===== src/rtl/mem_arbiter.sv =====
// mem_arbiter: two-port round-robin arbiter in front of a single memory port.
// Port 0 is the CPU data port and port 1 is the debug/DMA port. Each access is
// granted, held on the memory side until mem_ack or a wait timeout, and then
// completed with a one-cycle done pulse. err marks a timed-out access.
//
// Ports:
//   clk, rst_n                  clock, asynchronous active-low reset
//   m<i>_req/we/addr/wdata      requester i access request and payload
//   m<i>_gnt/done/err/rdata     requester i grant pulse, completion, timeout
//                               flag and held read data
//   mem_req/we/addr/wdata       memory access strobe and payload
//   mem_ack, mem_rdata          memory completion and read data
//   busy                        high while a transaction is in flight
module mem_arbiter #(
    parameter int unsigned AW      = 32,
    parameter int unsigned DW      = 32,
    parameter int unsigned TIMEOUT = 16
) (
    input  logic          clk,
    input  logic          rst_n,
    input  logic          m0_req,
    input  logic          m0_we,
    input  logic [AW-1:0] m0_addr,
    input  logic [DW-1:0] m0_wdata,
    output logic          m0_gnt,
    output logic          m0_done,
    output logic          m0_err,
    output logic [DW-1:0] m0_rdata,
    input  logic          m1_req,
    input  logic          m1_we,
    input  logic [AW-1:0] m1_addr,
    input  logic [DW-1:0] m1_wdata,
    output logic          m1_gnt,
    output logic          m1_done,
    output logic          m1_err,
    output logic [DW-1:0] m1_rdata,
    output logic          mem_req,
    output logic          mem_we,
    output logic [AW-1:0] mem_addr,
    output logic [DW-1:0] mem_wdata,
    input  logic          mem_ack,
    input  logic [DW-1:0] mem_rdata,
    output logic          busy
);

    // Wait counter wide enough for the largest legal TIMEOUT (255).
    localparam int unsigned CW = 8;

    typedef enum logic [1:0] {
        ST_IDLE   = 2'd0,
        ST_ACCESS = 2'd1,
        ST_RESP   = 2'd2
    } state_t;

    state_t        r_state;
    logic          r_idx;
    logic          r_last;
    logic          r_busy;
    logic          r_mem_req;
    logic          r_mem_we;
    logic [AW-1:0] r_mem_addr;
    logic [DW-1:0] r_mem_wdata;
    logic [1:0]    r_gnt;
    logic [1:0]    r_done;
    logic [1:0]    r_err;
    logic [DW-1:0] r_m0_rdata;
    logic [DW-1:0] r_m1_rdata;
    logic [CW-1:0] r_wait;
    logic          w_win;

    // Winner: the lone requester, or on a tie the port not granted last.
    assign w_win = (m0_req && m1_req) ? ~r_last : m1_req;

    // Arbitration and transaction FSM; the mem_* registers double as the
    // latched request and are cleared whenever mem_req drops.
    always_ff @(posedge clk or negedge rst_n) begin
        if (!rst_n) begin
            r_state     <= ST_IDLE;
            r_idx       <= 1'b0;
            r_last      <= 1'b1;
            r_busy      <= 1'b0;
            r_mem_req   <= 1'b0;
            r_mem_we    <= 1'b0;
            r_mem_addr  <= '0;
            r_mem_wdata <= '0;
            r_gnt       <= '0;
            r_done      <= '0;
            r_err       <= '0;
            r_m0_rdata  <= '0;
            r_m1_rdata  <= '0;
            r_wait      <= '0;
        end else begin
            r_gnt  <= '0;
            r_done <= '0;
            r_err  <= '0;
            case (r_state)
                ST_IDLE: begin
                    if (m0_req || m1_req) begin
                        r_state      <= ST_ACCESS;
                        r_busy       <= 1'b1;
                        r_idx        <= w_win;
                        r_last       <= w_win;
                        r_gnt[w_win] <= 1'b1;
                        r_mem_req    <= 1'b1;
                        r_mem_we     <= w_win ? m1_we    : m0_we;
                        r_mem_addr   <= w_win ? m1_addr  : m0_addr;
                        r_mem_wdata  <= w_win ? m1_wdata : m0_wdata;
                        r_wait       <= '0;
                    end
                end
                ST_ACCESS: begin
                    // Ack wins over a timeout expiring in the same cycle.
                    if (mem_ack) begin
                        r_state       <= ST_RESP;
                        r_done[r_idx] <= 1'b1;
                        r_mem_req     <= 1'b0;
                        r_mem_we      <= 1'b0;
                        r_mem_addr    <= '0;
                        r_mem_wdata   <= '0;
                        if (!r_mem_we) begin
                            if (r_idx) begin
                                r_m1_rdata <= mem_rdata;
                            end else begin
                                r_m0_rdata <= mem_rdata;
                            end
                        end
                    end else if (r_wait == CW'(TIMEOUT - 1)) begin
                        r_state       <= ST_RESP;
                        r_done[r_idx] <= 1'b1;
                        r_err[r_idx]  <= 1'b1;
                        r_mem_req     <= 1'b0;
                        r_mem_we      <= 1'b0;
                        r_mem_addr    <= '0;
                        r_mem_wdata   <= '0;
                    end else begin
                        r_wait <= r_wait + CW'(1);
                    end
                end
                ST_RESP: begin
                    r_state <= ST_IDLE;
                    r_busy  <= 1'b0;
                end
                default: begin
                    r_state <= ST_IDLE;
                    r_busy  <= 1'b0;
                end
            endcase
        end
    end

    assign m0_gnt    = r_gnt[0];
    assign m1_gnt    = r_gnt[1];
    assign m0_done   = r_done[0];
    assign m1_done   = r_done[1];
    assign m0_err    = r_err[0];
    assign m1_err    = r_err[1];
    assign m0_rdata  = r_m0_rdata;
    assign m1_rdata  = r_m1_rdata;
    assign mem_req   = r_mem_req;
    assign mem_we    = r_mem_we;
    assign mem_addr  = r_mem_addr;
    assign mem_wdata = r_mem_wdata;
    assign busy      = r_busy;

endmodule

===== config.mk =====
export PLATFORM = sky130hd
export DESIGN_NAME = mem_arbiter
export DESIGN_NICKNAME = d
export VERILOG_FILES = /design/src/rtl/mem_arbiter.sv
export SDC_FILE = /design/constraint.sdc
export NUM_CORES = 1
export LEC_CHECK = 0
export BUFFER_PORTS_ARGS = -buffer_cell sky130_fd_sc_hd__buf_2
export CAP_MARGIN = 20
export CORE_AREA = 2 2 116 118
export CTS_CLUSTER_DIAMETER = 30
export CTS_CLUSTER_SIZE = 25
export DETAILED_ROUTE_END_ITERATION = 10
export DIE_AREA = 0 0 118 120
export GPL_ROUTABILITY_DRIVEN = 1
export PLACE_DENSITY = 0.95
export SYNTH_ARGS = -nofsm -noshare
export SYNTH_HDL_FRONTEND = slang
export SYNTH_SLANG_ARGS = --single-unit

===== constraint.sdc =====
create_clock -name clk -period 3.1 [get_ports clk]
set_clock_uncertainty 0.15 [all_clocks]
set_input_delay 0.155 -clock clk [delete_from_list [all_inputs] [get_ports clk]]
set_output_delay 0.155 -clock clk [all_outputs]
set_load 0.03 [all_outputs]

==> results list <==
- Number of design rule violations left after detail routing: 0
- Average cell area after synthesis: around 12 µm²
- Worst min-delay path category: input pin to flop
- Summing internal, switching and leakage power gives 10.6 mW.
- Setup TNS after final layout: 0 ns
* Fin area: roughly 10000 µm²
* I/O pins: 304
- For the worst setup path, the data required time is 3.23 ns.
* CTS Root Cell: sky130_fd_sc_hd__clkbuf_16
* Detail Placement HPWL: approximately 12000 µm
* Die ar.: about 14000 µm²
- Arrival time at the worst endpoint: ~2.4 ns
- Before CTS, the worst setup slack after placement is around 0.92 ns.
- Startpoint of the most critical register-to-register path: r_last
- From synthesis to final layout, the design area changed by 61.9%.
- Total number of vias: about 6.2k
- Final-report setup violation count: 0
- Cell-by-cell listing of the critical path: dlygate4sd3_1 > buf_2 > a21boi_4 > buf_12 > mux2i_1 > dlygate4sd3_1 > o22ai_1
- Setup repair after global routing left no endpoint under its margin.
* Synthesized flop and latch total: around 150
- Summed over all layers, the routed wires come to 21600 µm.
- Clock tree synthesis found a total of around 150 sinks.
- Leaving out filler cells and counting taps, the final layout contains 1156.
- Core region area: 13000 µm²
* Post-layout net count: between 1k and 1.5k
- The H-tree was split into 4 levels.
- All-Layer GR Usage: between 30% and 40%
* Average wire per cell in the routed design: between 15 and 20 µm
- Clock latency on the worst-skew pair: 0.41 ns
- Status: finished clean
* Residual antenna-violating net count after detailed routing: 0
- Counting flops with a built-in enable in the synthesized netlist gives 0.
* Drt pass-1 iters: 5
* Final core utilization: about four fifths
- Endpoint of the most critical register-to-register path: mem_addr[3]
- For this run, asynchronously set or reset flops after synthesis account for 100%.
* Reported leakage power: between 5 and 6 nW
- Summed over all instances, the cell type with the most area after synthesis is sky130_fd_sc_hd__dfrtp_1.
- Headroom to the max-slew limit: 43.5%
* Most frequent cell on the critical path: sky130_fd_sc_hd__dlygate4sd3_1
- Final worst setup slack: 0.858 ns
- Critical path startpoint category: input pin
* Total overflow reported by the global router: 0
- The smallest clock period supported by the final layout is computed as approximately 2.2 ns.
* Worst supply voltage drop on vdd: 0.000576 V
- Count of mapped cells out of synthesis: 510
- The initial utilization of the core area, before any placement, comes to roughly half.
- At the pin with the least slew margin, the transition time is 0.848 ns.
- Worst setup path start: m1_req
- The top cell type by area accounts for 58.2% of the synthesized area.
- From left edge to right edge, the die measures roughly 120 µm.
- Number of clock buffers inserted by TritonCTS: 17
- Worst setup slack for register-to-register paths: around 0.93 ns
- Routability-driven placement finished with a final weighted congestion of 0.761.
* Most frequent cells in the layout: sky130_fd_sc_hd__buf_2 (302), sky130_fd_sc_hd__dlygate4sd3_1 (163), sky130_fd_sc_hd__dfrtp_1 (148), sky130_fd_sc_hd__nand2_1 (69), sky130_fd_sc_hd__mux2i_1 (66)
- STA classifies the critical path endpoint as a flop.
- Number of instances in the placed design: 960
- The share of the Yosys chip area taken by registers is between 50 and 60%.
- Ratio of final minimum period to clock period: between 70% and 80%
- Via/cell ratio: around 5.4
* Achievable clock frequency: about 0.45 GHz
* Warnings from Yosys: 0
- Slowest library cell on the worst path: sky130_fd_sc_hd__dlygate4sd3_1
- Ranked by total cell area, the synthesized netlist is headed by sky130_fd_sc_hd__dfrtp_1 (58%), sky130_fd_sc_hd__mux2_2 (11%), sky130_fd_sc_hd__mux2i_1 (10%), sky130_fd_sc_hd__o22ai_1 (6.4%), sky130_fd_sc_hd__nand2_1 (4.1%).
* Largest net degree at the start of global routing: between 90 and 100
- For this design the ratio of total power to cell area is a little over 1000 nW/µm².
- Cells with a size suffix above 1 make up a little over two fifths of the layout.
- The critical path in this run is classified as input pin to flop.
- Antenna violations before repair: 0
- Global-route wire length before repair: 34400 µm
- Clock-pin slew was measured on the worst setup and hold paths at 0.06 ns.
- Maximum Capacitance Violations: 0
- Post-DP Area: between 8000 and 9000 µm²
- Number of diodes: 0
- Count of final hold-check violations: 0
* Cells on worst reg2reg path: 5
- After synthesis the cells add up to about 6400 µm².
- In the synthesized netlist the dominant register cell turns out to be sky130_fd_sc_hd__dfrtp_1.
- Delay contributed by the slowest stage of the critical path: ~0.62 ns
- Hold_ws: ~0.0053 ns
* Number of pins with negative max-slew slack in the final report: 0
- Along the worst path, the maximum fanout reaches 47.
- # rows: 42
* Cell variety after synth: just over 40
- Maximum count of clock buffers along a single path: 2
- Via count of the first global-routing pass: 6557
* Count of port buffers added during placement: about 300
* Endpoint of the worst setup timing path: mem_addr[3]
* Height of the chip: 120 µm
- DRT iter0 DRCs: 490
* Most common cell after layout, fill and taps aside: sky130_fd_sc_hd__buf_2
- When the netlist entered floorplanning its net count stood at roughly 680.
- TritonCTS built the clock tree.
## cells in the mapped netlist (4+ instances only)
| library cell | n |
|---|---|
| sky130_fd_sc_hd__dfrtp_1 | 148 |
| sky130_fd_sc_hd__nand2_1 | 69 |
| sky130_fd_sc_hd__mux2i_1 | 66 |
| sky130_fd_sc_hd__o22ai_1 | 65 |
| sky130_fd_sc_hd__mux2_2 | 62 |
| sky130_fd_sc_hd__buf_2 | 18 |
| sky130_fd_sc_hd__clkbuf_1 | 11 |
| sky130_fd_sc_hd__nor2_1 | 7 |
| sky130_fd_sc_hd__inv_1 | 6 |
| sky130_fd_sc_hd__o21ai_0 | 6 |
| sky130_fd_sc_hd__a21oi_1 | 5 |
| sky130_fd_sc_hd__buf_4 | 4 |
| sky130_fd_sc_hd__nand3_1 | 4 |
## worst min-delay path by stage
stage                               end  depth (start not counted)  slack [ns]   start
final                     mem_wdata[28]                          4       0.005  m0_req
after global routing      mem_wdata[28]                          4      0.0008  m0_req
after CTS                        mem_we                          3        0.04   m0_we
after detailed placement    m0_rdata[5]                          1        0.15   rst_n
after global placement      m0_rdata[5]                          1        0.14   rst_n
after floorplan                    busy                          0       -0.29   rst_n
## cell type report
class | instances | area [µm²]
clock inverters | 13 | 183
flip-flops and latches | 149 | 3730
fillers | 695 | 2680
well taps | 176 | 220
repair buffers | 475 | 3270
clock buffers | 19 | 433
inverters | 6 | 22.5
multi-input cells | 318 | 2440
## timing repair
action / CTS / global route
endpoints found under the hold margin: 222 / 1
resized for setup: 0 / 0
hold buffers: 162 / 1
setup buffers: 0 / 0
setup endpoints to repair: 0 / 0
## routing by layer
layer	wire, µm	part of all wire, %	vias to the layer above	GRT usage [%]
met2	11000	51	362	53.3
met3	1500	6.9	81	7.22
met1	8200	38	2994	36.0
li1	-	-	2756	-
met4	924	4.3	0	17.2
met5	0	0	-	0
## sequential cells by signal, summed over array words and instances, names as in the netlist
name and count:
m1_rdata 32, r_gnt 2, r_wait 8, mem_req 1, mem_addr 32, r_err 2, mem_wdata 32, r_done 2
mem_we 1, r_idx 1, m0_rdata 32, r_last 1, r_state 2, busy 1
## critical path: cells and delay by family
kind / cells / cell delay [ns]
muxes: 1 / 0.30
AOI/OAI and AO/OA: 2 / 0.30
buffers and inverters: 4 / 1.60
## power breakdown
group	switching (mW)	internal, mW	total [mW]	leakage (nW)
registers	0.562	2.83	3.39	1.85
clock network	0.803	1.34	2.15	0.289
logic	3.27	1.79	5.06	2.99
## kinds of logic after synthesis
| logic type | share of synthesized area (%) |
|---|---|
| muxes | 21.7 |
| DFF | 58.6 |
| adders and majority gates | 0.197 |
| buffers and inverters | 3.36 |
| and+or+nand+nor | 6.88 |
| AOI/OAI and AO/OA | 9.21 |
No activity file was read; power rests on OpenSTA's default activity.
